$ cat config.mk
export PLATFORM = sky130hd
export DESIGN_NAME = round_key_buffer
export DESIGN_NICKNAME = d
export VERILOG_FILES = /design/src/rtl/aes_pkg.sv /design/src/rtl/key_byte_serializer.sv /design/src/rtl/round_key_buffer.sv
export SDC_FILE = /design/constraint.sdc
export NUM_CORES = 1
export LEC_CHECK = 0
export ABC_AREA = 1
export BUFFER_PORTS_ARGS = -buffer_cell sky130_fd_sc_hd__buf_2
export CAP_MARGIN = 40
export CORE_MARGIN = 1
export CORE_UTILIZATION = 33
export DETAILED_ROUTE_END_ITERATION = 7
export SLEW_MARGIN = 10
export SYNTH_ARGS = -nofsm -noshare
export SYNTH_HDL_FRONTEND = slang
export SYNTH_SLANG_ARGS = --single-unit
$ cat constraint.sdc
create_clock -name clk -period 1.7 [get_ports clk]
set_input_delay 0.17 -clock clk [delete_from_list [all_inputs] [get_ports clk]]
set_output_delay 0.17 -clock clk [all_outputs]
set_load 0.05 [all_outputs]
$ cat src/rtl/aes_pkg.sv
// aes_pkg: shared AES round-key buffer constants and buffer FSM state encoding
package aes_pkg;
   localparam int AES_NUM_ROUNDS = 10;
   localparam int AES_KEY_W      = 128;
   localparam int AES_BYTE_W     = 8;
   localparam int AES_BEATS      = AES_KEY_W / AES_BYTE_W;
   localparam logic [1:0] ST_IDLE   = 2'd0;
   localparam logic [1:0] ST_STREAM = 2'd1;
   localparam logic [1:0] ST_ZERO   = 2'd2;
endpackage

$ cat src/rtl/key_byte_serializer.sv
// key_byte_serializer: loads a 128-bit key and emits it MSB-first, one byte per valid/ready handshake
module key_byte_serializer
   import aes_pkg::*;
(
   input  logic                  clk,
   input  logic                  rst_n,
   input  logic                  load,
   input  logic                  abort,
   input  logic                  ready,
   input  logic [AES_KEY_W-1:0]  key,
   output logic [AES_BYTE_W-1:0] byte_out,
   output logic                  valid,
   output logic                  last
);
   localparam int CW = $clog2(AES_BEATS);
   logic [AES_KEY_W-1:0] sreg_q, sreg_d;
   logic [CW-1:0]        beat_q, beat_d;
   logic                 valid_q, valid_d;
   assign byte_out = sreg_q[AES_KEY_W-1 -: AES_BYTE_W];
   assign valid    = valid_q;
   assign last     = valid_q && beat_q == CW'(AES_BEATS - 1);
   // abort wins over load; each handshake shifts one byte out, the final one empties the stage
   always_comb begin
      sreg_d  = sreg_q;
      beat_d  = beat_q;
      valid_d = valid_q;
      if (abort) begin
         valid_d = 1'b0;
         beat_d  = '0;
      end else if (load) begin
         sreg_d  = key;
         beat_d  = '0;
         valid_d = 1'b1;
      end else if (valid_q && ready) begin
         sreg_d  = sreg_q << AES_BYTE_W;
         beat_d  = beat_q + 1'b1;
         valid_d = !last;
      end
   end
   // serializer state registers
   always_ff @(posedge clk or negedge rst_n) begin
      if (!rst_n) begin
         sreg_q  <= '0;
         beat_q  <= '0;
         valid_q <= 1'b0;
      end else begin
         sreg_q  <= sreg_d;
         beat_q  <= beat_d;
         valid_q <= valid_d;
      end
   end
endmodule

$ cat src/rtl/round_key_buffer.sv
// round_key_buffer: 11-entry round-key store serving byte streams; KEYBUF_ZEROIZE_EN adds a flush zeroize sweep
module round_key_buffer
   import aes_pkg::*;
(
   input  logic                  clk,
   input  logic                  rst_n,
   input  logic                  wr_valid,
   input  logic [3:0]            wr_round,
   input  logic [AES_KEY_W-1:0]  wr_key,
   output logic                  wr_err,
   input  logic                  flush,
   output logic                  all_loaded,
   input  logic                  rd_req,
   input  logic [3:0]            rd_round,
   output logic                  rd_miss,
   output logic                  busy,
   output logic [AES_BYTE_W-1:0] byte_out,
   output logic                  byte_valid,
   input  logic                  byte_ready,
   output logic                  byte_last
);
   localparam int DEPTH = AES_NUM_ROUNDS + 1;
   logic [AES_KEY_W-1:0] mem_q [DEPTH];
   logic [AES_KEY_W-1:0] mem_d [DEPTH];
   logic [DEPTH-1:0]     loaded_q, loaded_d;
   logic [1:0]           state_q, state_d;
   logic                 wr_err_q, wr_err_d, rd_miss_q, rd_miss_d, all_loaded_q, all_loaded_d;
   logic                 wr_ok, rd_hit, ser_load, ser_abort;
   logic [AES_KEY_W-1:0] rd_key;
`ifdef KEYBUF_ZEROIZE_EN
   logic [3:0]           zidx_q, zidx_d;
`endif
   assign wr_ok      = wr_valid && wr_round <= 4'(AES_NUM_ROUNDS);
   assign wr_err     = wr_err_q;
   assign rd_miss    = rd_miss_q;
   assign all_loaded = all_loaded_q;
   assign busy       = state_q != ST_IDLE;
   // entry select for reads; an out-of-range index matches nothing and so never hits
   always_comb begin
      rd_key = '0;
      rd_hit = 1'b0;
      for (int i = 0; i < DEPTH; i++) begin
         if (rd_round == 4'(i)) begin
            rd_key = mem_q[i];
            rd_hit = loaded_q[i];
         end
      end
   end
   // buffer control: flush first, then zeroize sweep, then writes and stream requests
   always_comb begin
      state_d      = state_q;
      loaded_d     = loaded_q;
      mem_d        = mem_q;
      wr_err_d     = 1'b0;
      rd_miss_d    = 1'b0;
      ser_load     = 1'b0;
      ser_abort    = 1'b0;
      all_loaded_d = &loaded_q;
`ifdef KEYBUF_ZEROIZE_EN
      zidx_d       = zidx_q;
`endif
      if (flush) begin
         loaded_d  = '0;
         ser_abort = 1'b1;
`ifdef KEYBUF_ZEROIZE_EN
         state_d   = ST_ZERO;
         zidx_d    = '0;
`else
         state_d   = ST_IDLE;
`endif
      end
`ifdef KEYBUF_ZEROIZE_EN
      else if (state_q == ST_ZERO) begin
         for (int i = 0; i < DEPTH; i++)
            if (zidx_q == 4'(i)) mem_d[i] = '0;
         zidx_d  = zidx_q + 4'd1;
         state_d = zidx_q == 4'(AES_NUM_ROUNDS) ? ST_IDLE : ST_ZERO;
      end
`endif
      else begin
         wr_err_d = wr_valid && !wr_ok;
         for (int i = 0; i < DEPTH; i++) begin
            if (wr_ok && wr_round == 4'(i)) begin
               mem_d[i]    = wr_key;
               loaded_d[i] = 1'b1;
            end
         end
         if (state_q == ST_IDLE && rd_req) begin
            ser_load  = rd_hit;
            rd_miss_d = !rd_hit;
            state_d   = rd_hit ? ST_STREAM : ST_IDLE;
         end
         if (state_q == ST_STREAM && byte_valid && byte_ready && byte_last) state_d = ST_IDLE;
      end
   end
   // key storage has no reset; its contents are only observable through the loaded mask
   always_ff @(posedge clk) begin
      mem_q <= mem_d;
   end
   // control registers
   always_ff @(posedge clk or negedge rst_n) begin
      if (!rst_n) begin
         state_q      <= ST_IDLE;
         loaded_q     <= '0;
         wr_err_q     <= 1'b0;
         rd_miss_q    <= 1'b0;
         all_loaded_q <= 1'b0;
`ifdef KEYBUF_ZEROIZE_EN
         zidx_q       <= '0;
`endif
      end else begin
         state_q      <= state_d;
         loaded_q     <= loaded_d;
         wr_err_q     <= wr_err_d;
         rd_miss_q    <= rd_miss_d;
         all_loaded_q <= all_loaded_d;
`ifdef KEYBUF_ZEROIZE_EN
         zidx_q       <= zidx_d;
`endif
      end
   end
   key_byte_serializer u_ser (
      .clk      (clk),
      .rst_n    (rst_n),
      .load     (ser_load),
      .abort    (ser_abort),
      .ready    (byte_ready),
      .key      (rd_key),
      .byte_out (byte_out),
      .valid    (byte_valid),
      .last     (byte_last)
   );
endmodule

* After elaboration in Yosys (flattened, before gate mapping)
Cells that the tools add are included.
** Operators by class
- Add/subtract/negate cells :: 1
- Eq/ne operators :: 22
- Order comparisons :: 1
- Muxes and demuxes :: 52
- Reduce and logical (&&, ||, !) cells :: 53
- Bitwise logic cells :: 2
** Operators by type and width (number)
- two-way mux 128 bit :: 13
- equality test 4 x 3 -> 1 bit (second input constant) :: 8
- two-way mux 1 bit :: 32
- equality test 4 bit (second input constant) :: 7
- nonzero test 2 bit :: 13
- AND reduction 2 bit :: 12
- logical AND 1 bit :: 19
- equality test 4 x 2 -> 1 bit (second input constant) :: 4
- two-way mux 4 bit :: 3
- two-way mux 11 bit :: 1
- AND reduction 11 bit :: 1
- equality test 4 x 1 -> 1 bit (second input constant) :: 2
- zero test 4 bit :: 2
- two-way mux 2 bit :: 3
- nonzero test 3 bit :: 2
- adder 4 x 1 -> 4 bit (second input constant) :: 1
- less-or-equal comparator 4 bit (second input constant) :: 1
- zero test 1 bit :: 3
- equality test 2 x 1 -> 1 bit (second input constant) :: 1
- zero test 2 bit :: 1
- NOT 1 bit :: 2
** Storage, ports and cells
- Bits of input ports :: 142
- Register bits after elaboration :: 1557
- Word-level logic and storage cells :: 160

* Longest topological paths before layout
- Word-level depth :: 16
- Mapped depth :: 16

* By module
From an unflattened synthesis, not the netlist that was laid out.
** Unflattened totals
- Cells, all modules :: 4452
- Area, all modules :: 58847.7 µm²
** Modules (own cells, without submodules)
- round_key_buffer :: area each 52320.2 µm², cells each 3601, times used 1
- key_byte_serializer :: area each 6527.5 µm², cells each 851, times used 1

* Least setup slack after synthesis
OpenSTA, ideal clock, no wires.
- Path kind :: input to register
- Start :: input flush
- End :: register mem_q[0] in the netlist's numbering, enable pin
- Arrival :: 6.075 ns
- Library setup time :: 0.617 ns
- Buffers on the path :: 1
- Required time :: 1.083 ns
- Path slack :: -4.992 ns
- Stages :: 4
- Cell sequence :: inv_1 > clkbuf_1 > nand3_1 > nor2_1
** Between the ends
- Cells in the longest elaborated chain, start to end :: 2
** Ends and longest elaborated chain
- from (decl) :: RTL line round_key_buffer.sv:11 : input logic flush,
- NOT 1 bit (no source line)
- AND reduction 2 bit (no source line)
- to (signal assigned) :: RTL line round_key_buffer.sv:98 : mem_q <= mem_d;
- to (decl) :: RTL line round_key_buffer.sv:23 : logic [AES_KEY_W-1:0] mem_q [DEPTH];
No other way between the ends.
A chain may end at the register's enable or synchronous reset.

* Worst setup path after layout
- Start :: register loaded_q[2]
- End :: register u_ser.sreg_q[73]
** Between the ends
- Cells in the longest elaborated chain, start to end :: 13
- Elaborated cells on any way between the ends :: 14
** Ends and longest elaborated chain
- from (decl) :: RTL line round_key_buffer.sv:25 : logic [DEPTH-1:0] loaded_q, loaded_d;
- from (signal assigned) :: RTL line round_key_buffer.sv:113 : loaded_q <= loaded_d;
- two-way mux 1 bit (*) (9 in series) :: RTL line round_key_buffer.sv:43 : if (rd_round == 4'(i)) begin
- two-way mux 1 bit (*) :: RTL line round_key_buffer.sv:88 : if (state_q == ST_IDLE && rd_req) begin
- two-way mux 1 bit (*) :: RTL line round_key_buffer.sv:62 : if (flush) begin
- nonzero test 2 bit (no source line)
- AND reduction 2 bit (no source line)
- to (signal assigned) :: RTL line key_byte_serializer.sv:47 : sreg_q <= sreg_d;
- to (decl) :: RTL line key_byte_serializer.sv:16 : logic [AES_KEY_W-1:0] sreg_q, sreg_d;
Every way passes the cells marked *; elsewhere a longest branch is shown, timed or not.

==> metrics.csv <==
stage,metric,value,unit
grt,grt_usage,17.47,%
pwr,p_total,83.55,mW
yosys,yosys_warnings,0,
grt,grt-ovfl-total,0,
placed_design,place_area,68080,sq um
critical_path,cpPeakStageDelay,0.37,ns
drt,vias,39080,
drt,first_pass_iters,8,
final_layout,drive_gt1_share,18.89,%
critical_path,cp-start-kind,flop,
cts,clk_pin_slew_worst_paths,0.06,ns
yosys,seq_area_frac_synth,76.26,%
grt,grt_max_degree,68,
critical_path,regToRegStartpoint,loaded_q[2]$_DFFE_PN0P_,
floorplan,fp.dieH,429.5,um
run_status,violations,negative setup slack,
critical_path,reg2regPathDepth,14,
worst_hold_path,min_from,wr_key[61],
critical_path,cp_num_buf_inv,3,
timing,period_share,113.9,%
final_layout,nets,5868,
cts,root_buffer,clkbuf_16,
pwr,power.density,1093,nW/um^2
cts,clock_sinks,1556,
worst_hold_path,hold_class,in -> reg,
floorplan,start_util,33.29,%
yosys,ys_ff_latch,1556,
critical_path,crit_top_cell,nand2_1,
critical_path,end_kind,flop,
floorplan,pin_count,156,
timing,relSlewSlack,64.60,%
grt,grt_pass1_wl,244500,um
run_status,status,"complete, but fails checks",
timing,grt_setup_unrepaired,yes,
timing,timing.final.ws_setup,-0.2357,ns
cts,clockBufferDepth,3,
grt,grt_antenna_before_repair,5,
critical_path,reg2reg_slack,-0.24,ns
timing,hold_viol_final,0,
critical_path,cp.arrival,2.58,ns
critical_path,worstReg2RegEnd,u_ser.sreg_q[73]$_DFFE_PN0P_,
critical_path,critPathSlowestCell,dfrtp_1,
drt,wl_per_cell,19.67,um
yosys,syn-instance-count,5015,
critical_path,critPathLaunch,loaded_q[2]$_DFFE_PN0P_,
critical_path,critPathKind,reg -> reg,
drt,avgViaCountPerCell,4.752,
placed_design,place_ws,-0.7012,ns
timing,setup_viol,131,
timing,finalCriticalPeriod,1.936,ns
cts,cts_tree,built,
floorplan,placementRows,156,
pwr,ir_drop,0.7842,mV
yosys,synth_cell_type_count,29,
timing,drv_slew,0,
cts,clock_latency,0.77,ns
cts,cts_buffers,153,
yosys,syn-mean-instance-area,12.02,sq um
placed_design,portBuffers,155,
worst_hold_path,hold_depth,2,
yosys,syn_nets,5158,
floorplan,die_w,429.5,um
worst_hold_path,hold-path-endpoint,mem_q[1085]$_DFFE_PP_,
pwr,p_leak,28.92,nW
critical_path,cp.required,2.35,ns
final_layout,utilization,42.19,%
final_layout,layoutNonFillerInstCount,8224,
critical_path,path_cells,"nand3_1, nand3_1, nor2_1, nand4_1, nand2_1, nand3_2, buf_4, nand3_4, nor2_4, buf_12, buf_4, nand2_1, nand2_1, nand2_1",
grt,grt_pass1_vias,38790,
critical_path,critPathMaxFanout,15,
yosys,synth_area,60300,sq um
timing,worst_pin_slew,0.5310,ns
critical_path,crit_family,simple AND/OR/NAND/NOR gates,
placed_design,hpwl,105900,um
drt,drc,0,
placed_design,dpl.cell_count,7733,
floorplan,core-area,181100,sq um
floorplan,dieArea,184400,sq um
timing,fmax,516.6,MHz
drt,dr.first_iter.drc_count,3259,
placed_design,routabilityCongestion,0.8451,
drt,drt_wl_total,161800,um
final_layout,syn2layout_area_growth,26.75,%
drt,detail-route-antenna-nets,0,
timing,clock-skew-final,0.02381,ns
job,cap_violations,0,
final_layout,stdcell_area,76430,sq um
cts,clock_tree.htree_level_count,4,
through the flow:
stage	TNS (ns)	hold slack (ns)
floorplan	-1640.03	-0.1256
global placement	-66.35	0.1692
detailed placement	-66.53	0.1678
CTS	-22.40	0.2306
global route	-37.92	0.2664
finish	-20.94	0.2761
metal layers:
metal | track usage [%] | routed length [um] | up-vias | share of wire [%]
met4 | 5.720 | 4756 | 2 | 2.9
li1 | - | - | 18490 | -
met2 | 28.82 | 78350 | 1022 | 48
met1 | 23.67 | 70990 | 19330 | 44
met5 | 0 | 12 | - | 0.0074
met3 | 2.475 | 7688 | 243 | 4.8
synth_stat cells, drive strengths merged:
cell type / count / share of area [%]
nor3: 5 / 0.041
or2: 39 / 0.40
nor4: 1 / 0.010
clkbuf: 177 / 1.1
dfrtp: 148 / 6.1
clkinv: 1 / 0.0062
a21oi: 131 / 1.1
inv: 324 / 2.0
o21ai: 60 / 0.50
o21a: 1 / 0.012
nand4: 180 / 1.9
ha: 1 / 0.021
o22ai: 4 / 0.041
nor2: 453 / 2.8
xor2: 2 / 0.029
nand3: 305 / 2.5
o2111ai: 1 / 0.015
a211oi: 1 / 0.012
edfxtp: 1408 / 70
nand2: 1717 / 11
buf: 56 / 0.49
cells in the final DEF, fill, tap and decap left out, types with 3 or more instances in the layout:
master            n
a21oi_1         131
buf_12          139
buf_16           25
buf_2           144
buf_4           309
buf_6            19
buf_8            10
bufinv_16        10
clkbuf_1         41
clkbuf_16       155
clkbuf_8          6
clkinv_1         34
clkinv_2         16
clkinv_8          4
clkinvlp_4        7
dfrtp_1         147
diode_2           4
dlygate4sd3_1   141
edfxtp_1       1408
inv_1           314
inv_2             6
inv_6             8
nand2_1        1635
nand2_2          66
nand2_4          14
nand3_1         241
nand3_2          59
nand3_4           5
nand4_1         179
nor2_1          424
nor2_2            3
nor2_4           26
o21ai_0          30
o21ai_1          10
o21ai_2          17
o21ai_4           3
o22ai_1           4
or2_2            39
cell type report:
| type | count | area (sq um) |
|---|---|---|
| flip-flops and latches | 1556 | 45990 |
| fillers | 16430 | 104700 |
| clock inverters | 79 | 695.7 |
| multi-input cells | 2901 | 13120 |
| well taps | 2370 | 2965 |
| repair buffers | 788 | 8300 |
| clock buffers | 201 | 4101 |
| inverters | 325 | 1246 |
| diodes | 4 | 10.01 |
logic make-up (layout without fill, tap and decap cells):
logic type	count (synthesis)	after routing	share of synthesized area [%]
adder cells (fa/ha/maj)	1	1	0.02075
flip-flops	1556	1556	76.26
buffers and inverters	558	1393	3.619
AO/OA/AOI/OAI	198	198	1.666
XOR/XNOR	2	2	0.02905
other	0	4	0
AND/OR/NAND/NOR	2700	2700	18.41
report_power, final:
group          internal (mW)  switching [mW]  leakage, nW
logic                   2.36            3.87         12.1
registers               43.5            1.19         14.5
clock network           18.5            14.1         2.31
registers in the layout, summed over array words and instances, names as in the netlist, 4 cells and up:
name	flops
loaded_q	11
mem_q	1408
u_ser.beat_q	4
u_ser.sreg_q	128
how the worst max path moves through the flow:
| stage | to | slack [ns] | cells past startpoint |
|---|---|---|---|
| floorplan | mem_q[1152]$_DFFE_PP_ | -1.21 | 4 |
| global placement | u_ser.sreg_q[56]$_DFFE_PN0P_ | -0.66 | 16 |
| detailed placement | u_ser.sreg_q[56]$_DFFE_PN0P_ | -0.70 | 16 |
| CTS | byte_last | -0.26 | 4 |
| global route | u_ser.sreg_q[126]$_DFFE_PN0P_ | -0.36 | 14 |
| finish | u_ser.sreg_q[73]$_DFFE_PN0P_ | -0.24 | 14 |
repair_timing:
action,CTS,global route
gates cloned,31,0
endpoints found under the hold margin,1575,0
buffers inserted,43,6
hold buffers,141,0
endpoints found under the setup margin,139,137
resized for setup,247,80
pin swaps,77,62
Power figures use the tool's default switching activity.
